**config.mk**
```make
export PLATFORM = sky130hd
export DESIGN_NAME = ram_arbiter
export DESIGN_NICKNAME = d
export VERILOG_FILES = /design/src/rtl/ram_arbiter.sv
export SDC_FILE = /design/constraint.sdc
export NUM_CORES = 1
export LEC_CHECK = 0
export CORE_ASPECT_RATIO = 1.1
export CORE_MARGIN = 10
export CORE_UTILIZATION = 37
export DETAILED_ROUTE_END_ITERATION = 12
export GPL_ROUTABILITY_DRIVEN = 0
export GPL_TIMING_DRIVEN = 0
export PLACE_DENSITY = 0.84
export SKIP_CTS_REPAIR_TIMING = 1
export SLEW_MARGIN = 20
export SYNTH_ARGS = -nofsm -noshare
export SYNTH_HDL_FRONTEND = slang
export SYNTH_SLANG_ARGS = --single-unit
```
**constraint.sdc**
```tcl
create_clock -name clk -period 7 [get_ports clk]
set_clock_uncertainty 0.1 [all_clocks]
set_input_delay 1.05 -clock clk [delete_from_list [all_inputs] [get_ports clk]]
set_output_delay 1.05 -clock clk [all_outputs]
set_load 0.005 [all_outputs]
```
**src/rtl/ram_arbiter.sv**
```systemverilog
// ram_arbiter: shares one data RAM between the CPU port (C) and a debug/loader
// port (D). One access is granted per cycle. C has priority, with two exceptions:
// D is forced through after MAX_WAIT consecutive losses, and D can hold the RAM
// exclusively (LOCK) by raising d_lock on a granted beat.
//
// Read return is tagged: the port that issued a read gets rvalid one cycle later,
// with rdata taken straight from ram_rdata. Outside a return cycle each rdata
// output keeps its last returned value.
//
// Ports:
//   clk, rst                   clock, synchronous active-high reset
//   c_req/c_we/c_addr/c_wdata  CPU request; c_gnt, c_stall, c_rvalid, c_rdata
//   d_req/d_we/d_lock/d_addr/d_wdata  debug request; d_gnt, d_rvalid, d_rdata
//   ram_rd/ram_wr/ram_raddr/ram_waddr/ram_wdata, ram_rdata  RAM side
//   stat_c_stall, stat_d_gnt   saturating statistics counters
//
// Optional macro RAM_ARB_STATS_EN: enables the statistics counters. When it is
// undefined the stat ports stay present and read 0.
module ram_arbiter #(
    parameter int AWIDTH   = 8,
    parameter int DWIDTH   = 16,
    parameter int MAX_WAIT = 8,
    parameter int WAIT_W   = 4
) (
    input  logic              clk,
    input  logic              rst,
    input  logic              c_req,
    input  logic              c_we,
    input  logic [AWIDTH-1:0] c_addr,
    input  logic [DWIDTH-1:0] c_wdata,
    output logic              c_gnt,
    output logic              c_stall,
    output logic              c_rvalid,
    output logic [DWIDTH-1:0] c_rdata,
    input  logic              d_req,
    input  logic              d_we,
    input  logic              d_lock,
    input  logic [AWIDTH-1:0] d_addr,
    input  logic [DWIDTH-1:0] d_wdata,
    output logic              d_gnt,
    output logic              d_rvalid,
    output logic [DWIDTH-1:0] d_rdata,
    output logic              ram_rd,
    output logic              ram_wr,
    output logic [AWIDTH-1:0] ram_raddr,
    output logic [AWIDTH-1:0] ram_waddr,
    output logic [DWIDTH-1:0] ram_wdata,
    input  logic [DWIDTH-1:0] ram_rdata,
    output logic [15:0]       stat_c_stall,
    output logic [15:0]       stat_d_gnt
);

    typedef enum logic {ARB, LOCK} state_t;

    localparam logic [WAIT_W-1:0] MAX_W = WAIT_W'(MAX_WAIT);

    state_t            state;
    logic [WAIT_W-1:0] wait_cnt;
    logic              rd_vld;    // a read was accepted last cycle
    logic              rd_own_d;  // ...and it belonged to D
    logic [DWIDTH-1:0] c_hold;
    logic [DWIDTH-1:0] d_hold;
    logic              acc_rd;
    logic              c_ret;
    logic              d_ret;

    // Grants are gated by rst so nothing is accepted while reset is high;
    // that is what keeps a read issued in the reset cycle from returning.
    always_comb begin
        c_gnt = 1'b0;
        d_gnt = 1'b0;
        if (!rst) begin
            if (state == LOCK)
                d_gnt = d_req;
            else if (d_req && wait_cnt == MAX_W)
                d_gnt = 1'b1;
            else if (c_req)
                c_gnt = 1'b1;
            else
                d_gnt = d_req;
        end
    end

    assign c_stall = c_req & ~c_gnt;

    always_comb begin
        ram_wr    = (c_gnt & c_we) | (d_gnt & d_we);
        ram_rd    = (c_gnt & ~c_we) | (d_gnt & ~d_we);
        ram_waddr = '0;
        ram_wdata = '0;
        ram_raddr = '0;
        if (ram_wr) begin
            ram_waddr = c_gnt ? c_addr  : d_addr;
            ram_wdata = c_gnt ? c_wdata : d_wdata;
        end
        if (ram_rd)
            ram_raddr = c_gnt ? c_addr : d_addr;
    end

    assign acc_rd   = ram_rd;
    assign c_ret    = ~rst & rd_vld & ~rd_own_d;
    assign d_ret    = ~rst & rd_vld &  rd_own_d;
    assign c_rvalid = c_ret;
    assign d_rvalid = d_ret;
    assign c_rdata  = rst ? '0 : (c_ret ? ram_rdata : c_hold);
    assign d_rdata  = rst ? '0 : (d_ret ? ram_rdata : d_hold);

    always_ff @(posedge clk) begin
        if (rst) begin
            state    <= ARB;
            wait_cnt <= '0;
            rd_vld   <= 1'b0;
            rd_own_d <= 1'b0;
            c_hold   <= '0;
            d_hold   <= '0;
        end else begin
            case (state)
                ARB:  if (d_gnt && d_lock) state <= LOCK;
                LOCK: if ((d_gnt && !d_lock) || !d_req) state <= ARB;
                default: state <= ARB;
            endcase

            if (d_req && !d_gnt) begin
                if (wait_cnt != MAX_W) wait_cnt <= wait_cnt + 1'b1;
            end else begin
                wait_cnt <= '0;
            end

            rd_vld   <= acc_rd;
            rd_own_d <= d_gnt;
            if (c_ret) c_hold <= ram_rdata;
            if (d_ret) d_hold <= ram_rdata;
        end
    end

`ifdef RAM_ARB_STATS_EN
    always_ff @(posedge clk) begin
        if (rst) begin
            stat_c_stall <= '0;
            stat_d_gnt   <= '0;
        end else begin
            if (c_stall && stat_c_stall != 16'hFFFF) stat_c_stall <= stat_c_stall + 16'd1;
            if (d_gnt && stat_d_gnt != 16'hFFFF)     stat_d_gnt   <= stat_d_gnt + 16'd1;
        end
    end
`else
    assign stat_c_stall = '0;
    assign stat_d_gnt   = '0;
`endif

endmodule

```
==> summary.txt, run 1 <==
Logic synthesis
  • Distinct cell type count after synthesis: 33
  • Top_reg_cell synth: dfxtp_1
  • Number of flops mapped to enable cells by yosys: 0
  • Syn Area/Cell: 7.69 um2
  • Synth warn: 0
  • Sequential area share after synthesis: 0.327
  • Synthesized area: 2380 um2
  • Async SR Flop Fraction: 0
  • Mapped Cells: 310
  • Seq cells post-synth: 39

Floorplanning
  • Die area: 10,100 um2
  • Rows: 30
  • Die Ht: 104 um
  • Starting Density: 0.383
  • Die W: 96.5 um
  • # IOs: 174
  • Core region area: 6230 um2

Global routing
  • Pin count of the biggest net entering global routing: 13
  • First-pass GRT wire length: 15,100 um
  • GRT Overall Usage: 0.188
  • Vias in the first global route: 2,777
  • Remaining Overflow, GRT: 0
  • Initial antenna violation count: 0

Timing
  • Max Slew Vio Count: 0
  • Period utilization: 0.718
  • RSZ-0062 raised after global routing: no
  • Final setup fails: 0
  • Final hold slack: 0.362 ns
  • FMAX: 199 MHz
  • Crit path time final: 5.03 ns
  • Actual slew at the worst max-slew pin: 0.935 ns
  • Final hold vios: 0
  • Fin Setup TNS: 0 ns
  • Max_slew headroom: 0.376

CTS
  • Root buffer cell: clkbuf_8
  • CTS max path bufs: 2
  • H-tree lvl count: 2
  • Worst skew pair latency: 0.28 ns
  • Clock Sinks: 39
  • CTS clk-pin slew, worst paths: 0.07 ns
  • CTS tree: built
  • Inserted Clock Buffers: 5

Drt
  • Via density: 4.93
  • Routed vias: 2,811
  • DRC errors left: 0
  • Routed length per instance: 18.2 um
  • Iter 0 DRT Violations: 120
  • Post-Route WL: 10,400 um
  • Remaining antenna violation count: 0
  • Drt pass-1 iters: 7

Layout
  • # diodes: 0
  • Share of cells above drive strength 1: 0.139
  • Final nets: 562
  • Fillers: 534
  • Area delta synth->final: 71.8%

Power and ir drop
  • P per Cell Area: 128 nW/um2
  • Pleak: 0.00164 uW
  • Max rail drop VDD: 131 uV

Place
  • IO buf count: 141
  • Post-detail-place hpwl: 8540 um

Worst setup path
  • Worst Setup End Kind: primary output
  • Setup slack, reg-to-reg: 5.00 ns
  • Path depth of the worst reg2reg path: 7
  • WP data arrival: 3.88 ns
  • Worst reg2reg path startpoint: wait_cnt[0]$_SDFFE_PP0P_
  • Reg-to-Reg End: rd_vld$_SDFF_PP0_
  • Crit Path Max Fanout: 10
  • WS Path Type: in2out
  • Worst path required time: 5.85 ns
  • CP Launch Type: primary input

Status
  • Status: finished, final reports clean

Worst hold path
  • Worst Hold Path EP: wait_cnt[0]$_SDFFE_PP0P_
  • Hold crit path type: reg2reg
  • Hold depth: 1
  • Min-Delay Startpoint: wait_cnt[0]$_SDFFE_PP0P_

Run
  • Max-cap violations: 0
## per-stage QoR
step | util | setup WS (ns) | std cells | total power, uW | cell area, um2
finish | 0.658 | 1.97 | 570 | 523 | 4100
CTS | 0.658 | 2.03 | 570 | 525 | 4100
floorplan | - | 3.55 | 341 | 297 | 2500
global route | 0.658 | 1.80 | 570 | 549 | 4100
global placement | 0.644 | 2.10 | 562 | 379 | 4010
detailed placement | 0.644 | 2.04 | 562 | 382 | 4010
## per-layer routing
metal  GRT usage  vias up  wire length [um]
met1       0.215     1256              3790
li1            -     1370                 -
met5           0        -                 0
met4      0.0260        0                70
met2       0.312      175              4710
met3      0.0931       10              1780
## synth_stat cells, drive strengths merged (2+ instances only)
library cell	number	area share
nand2	67	0.11
nand3	41	0.086
buf	40	0.13
o21ai	40	0.084
dfxtp	39	0.33
a22oi	32	0.14
clkbuf	17	0.027
nor2	8	0.013
inv	4	0.0063
nor3b	3	0.0094
ha	2	0.010
or4b	2	0.010
## critical path, cell delays in order
cell,delay (ns)
clkdlybuf4s50_1,0.43
clkbuf_1,0.21
nor3b_1,0.80
clkbuf_1,0.44
nand3_1,0.13
a22oi_1,0.22
clkdlybuf4s50_1,0.59
## worst max path at each step
stage / slack [ns] / cells after the start / from / end
after floorplan: 3.55 / 6 / d_req / ram_waddr[0]
after global placement: 2.10 / 7 / rst / ram_wdata[15]
after detailed placement: 2.04 / 7 / rst / ram_waddr[3]
after CTS: 2.03 / 7 / rst / ram_wdata[15]
after global routing: 1.80 / 7 / rst / ram_wdata[12]
final: 1.97 / 7 / rst / ram_wdata[12]
## state kept, by name, indices dropped and copies added (netlist names)
| name | flops |
|---|---|
| rd_vld | 1 |
| c_hold | 16 |
| state | 1 |
| rd_own_d | 1 |
| d_hold | 16 |
| wait_cnt | 4 |
## logic make-up (layout without fill, tap and decap cells)
family / after synthesis / after routing / share of synthesized area
buf+inv: 62 / 211 / 0.169
compound gates: 75 / 75 / 0.233
simple gates: 129 / 129 / 0.251
xor+xnor: 2 / 2 / 0.00735
other cells: 1 / 32 / 0.00157
fa+ha+maj: 2 / 2 / 0.0105
flops: 39 / 39 / 0.327
## final cells by class
type,instances,area [um2],area share
tap,80,100,0.0244
multi-input combinational,240,1320,0.322
inverter,5,18.8,0.00458
clock buffer,6,72.6,0.0177
sequential,39,781,0.191
timing repair buffer,141,1410,0.344
clock inverter,2,12.5,0.00305
buffer,57,384,0.0937
## layout by cell type (no fill, tap or decap), drive strengths merged
master / instances
nor2: 8
a21oi: 1
clkinvlp: 1
nor3b: 3
nor2b: 1
xnor2: 1
conb: 32
or4b: 2
ha: 2
clkinv: 2
and3b: 1
nand4b: 1
buf: 40
nand2: 67
nand3: 41
or3b: 1
o2111ai: 1
clkdlybuf4s50: 141
o211ai: 1
a22oi: 32
xor2: 1
or4: 1
o21ai: 40
inv: 4
clkbuf: 23
dfxtp: 39
and4b: 1
nand2b: 1
nand3b: 1
## power breakdown
part	total (uW)	leakage [uW]	switching (uW)	internal, uW
logic	148	0.00128	59.2	89.0
registers	230	0.000316	2.02	228
clock network	144	0.0000412	74.9	69.6
total	523	0.00164	136	387
Note: power is estimated with default switching activity, not from simulation.
==> inputs of run 2 (changes only) <==
--- a/config.mk
+++ b/config.mk
@@ -7,11 +7,11 @@
 export LEC_CHECK = 0
 export CORE_ASPECT_RATIO = 1.1
 export CORE_MARGIN = 10
-export CORE_UTILIZATION = 37
+export CORE_UTILIZATION = 35
 export DETAILED_ROUTE_END_ITERATION = 12
 export GPL_ROUTABILITY_DRIVEN = 0
 export GPL_TIMING_DRIVEN = 0
-export PLACE_DENSITY = 0.84
+export PLACE_DENSITY = 0.8
 export SKIP_CTS_REPAIR_TIMING = 1
 export SLEW_MARGIN = 20
 export SYNTH_ARGS = -nofsm -noshare
==> constraint.sdc (replaced) <==
create_clock -name clk -period 5 [get_ports clk]
set_clock_uncertainty 0.1 [all_clocks]
set_input_delay 0.75 -clock clk [delete_from_list [all_inputs] [get_ports clk]]
set_output_delay 0.75 -clock clk [all_outputs]
set_load 0.005 [all_outputs]
==> summary.txt, run 2 (synthesis gave the netlist of run 1 again) <==
Status
  • Status: finished, final reports clean

CTS
  • Clock Sinks: 39 (unchanged)
  • Inserted Clock Buffers: 5 (unchanged)
  • CTS max path bufs: 2 (unchanged)
  • CTS tree: built
  • Worst skew pair latency: 0.28 ns (about the same)
  • CTS clk-pin slew, worst paths: 0.06 ns (about the same)
  • Root buffer cell: clkbuf_8
  • H-tree lvl count: 2 (unchanged)

Layout
  • Final Cell Area: 4090 um2 (-0.15%)
  • Most frequent cells in the layout: clkdlybuf4s50_1, nand2_1, nand3_1
  • Final non-filler cell total: 570 (unchanged)
  • Final nets: 562 (unchanged)
  • Area delta synth->final: 71.6%
  • Share of cells above drive strength 1: 0.137 (-0.00148)
  • Sequential cell area: 781 um2 (unchanged)
  • Most common cell after layout, fill and taps aside: clkdlybuf4s50_1
  • Area of the multi-input gates: 1320 um2 (unchanged)
  • Largest registers: c_hold x16, d_hold x16, wait_cnt x4
  • Fillers: 599 (+12%)
  • # diodes: 0 (unchanged)

Timing
  • Max_slew headroom: 0.434 (+0.0587)
  • Actual slew at the worst max-slew pin: 0.845 ns (-0.0897 ns)
  • Final setup fails: 0 (unchanged)
  • Final hold vios: 0 (unchanged)
  • Period utilization: 0.873
  • Max Slew Vio Count: 0 (unchanged)
  • FMAX: 229 MHz
  • Crit path time final: 4.36 ns
  • Fin Setup TNS: 0 ns (unchanged)
  • Worst Slack Setup Final: 0.636 ns (-1.34 ns)
  • RSZ-0062 raised after global routing: no

Place
  • Pre-CTS WS: 0.704 ns (-1.33 ns)
  • Post-DP Area: 4020 um2 (about the same)
  • IO buf count: 141 (unchanged)
  • Post-detail-place hpwl: 8320 um (-2.6%)
  • Placed Cells: 564 (+0.36%)

Power and ir drop
  • Max rail drop VDD: 196 uV (+49%)
  • P per Cell Area: 176 nW/um2 (+38%)
  • Pleak: 0.00163 uW (-0.31%)

Worst setup path
  • Worst path required time: 4.15 ns (-1.70 ns)
  • Crit Path Max Fanout: 10 (unchanged)
  • Worst-path cell chain: clkdlybuf4s50_1 -> clkbuf_1 -> nor3b_1 -> clkbuf_1 -> nand3_1 -> a22oi_1 -> clkdlybuf4s50_1
  • WS Path Type: in2out
  • Crit-path slowest cell: nor3b_1
  • Max stage delay on crit path: 0.70 ns (-0.10 ns)
  • WP data arrival: 3.51 ns (-0.37 ns)
  • CP Launch Type: primary input
  • Worst Setup End Kind: primary output

Drt
  • Iter 0 DRT Violations: 88 (-27%)
  • Via density: 4.86 (-1.4%)
  • Post-Route WL: 9960 um (-3.8%)
  • Routed vias: 2,772 (-1.4%)
  • Remaining antenna violation count: 0 (unchanged)
  • Routed length per instance: 17.5 um (-3.8%)
  • Drt pass-1 iters: 4 (-3)
  • DRC errors left: 0 (unchanged)

Global routing
  • Remaining Overflow, GRT: 0 (unchanged)
  • Vias in the first global route: 2,709 (-2.4%)
  • Pin count of the biggest net entering global routing: 12 (-1)
  • Initial antenna violation count: 0 (unchanged)
  • GRT Overall Usage: 0.174 (-0.0139)
  • M2 GR Usage: 0.269 (-0.0425)
  • First-pass GRT wire length: 15,200 um (+0.36%)
  • M1 GR Usage: 0.216 (+0.000988)
  • Grt peak-use layer: met2
  • Met3 global-route usage: 0.0931 (about the same)

Floorplanning
  • # IOs: 174 (unchanged)
  • Die Ht: 107 um (+2.3%)
  • Core region area: 6590 um2 (+5.8%)
  • Die area: 10,500 um2 (+4.6%)
  • Starting Density: 0.362 (-0.0211)
  • Rows: 31 (+3.3%)
  • Die W: 98.7 um (+2.2%)

Run
  • Max-cap violations: 0 (unchanged)

Worst hold path
  • Hold crit path type: reg2reg
run 2: cell types whose count changed in the layout (fill, tap and decap cells not counted):
cell / before / now
clkinv_2: 1 / 0
clkbuf_1: 18 / 17
run 2: through the flow:
stage,hold slack (ns),utilization,total power (uW)
after floorplan,0.330,-,416
after global placement,0.342,0.609,531
after detailed placement,0.356,0.609,533
after CTS,0.371,0.620,726
after global routing,0.407,0.620,761
final,0.365,0.620,722
run 2: metal layers:
layer | vias to the layer above | routed length, um | part of all wire
met5 | - | 0 | 0
met4 | 0 | 76 | 0.0076
met3 | 8 | 1500 | 0.15
met2 | 151 | 4320 | 0.43
met1 | 1246 | 4060 | 0.41
li1 | 1367 | - | -
run 2: final timing paths:
kind	from	to	slack, ns	cells past startpoint
max reg2reg	wait_cnt[0]$_SDFFE_PP0P_	rd_vld$_SDFF_PP0_	2.99	7
min	wait_cnt[0]$_SDFFE_PP0P_	wait_cnt[0]$_SDFFE_PP0P_	0.37	1
min reg2reg	wait_cnt[0]$_SDFFE_PP0P_	wait_cnt[0]$_SDFFE_PP0P_	0.37	1
max	rst	ram_wdata[15]	0.64	7
run 2: layout make-up:
cell class / count / share of cell area
Timing Repair Buffer: 141 / 0.345
Multi-Input combinational cell: 240 / 0.322
Sequential cell: 39 / 0.191
Buffer: 57 / 0.0939
Tap cell: 82 / 0.0251
Clock buffer: 5 / 0.0168
Inverter: 5 / 0.00459
Clock inverter: 1 / 0.00183
run 2: power by group:
group          switching, uW  leakage, uW  internal (uW)
Sequential              2.85     0.000316            320
Clock                    100    0.0000361           92.4
Combinational           81.6      0.00128            125
run 2: worst max-delay path, delay by kind of cell:
kind	cells	cell delay [ns]
AOI/OAI and AO/OA	1	0.25
and+or+nand+nor	2	0.84
buffers and inverters	4	1.67
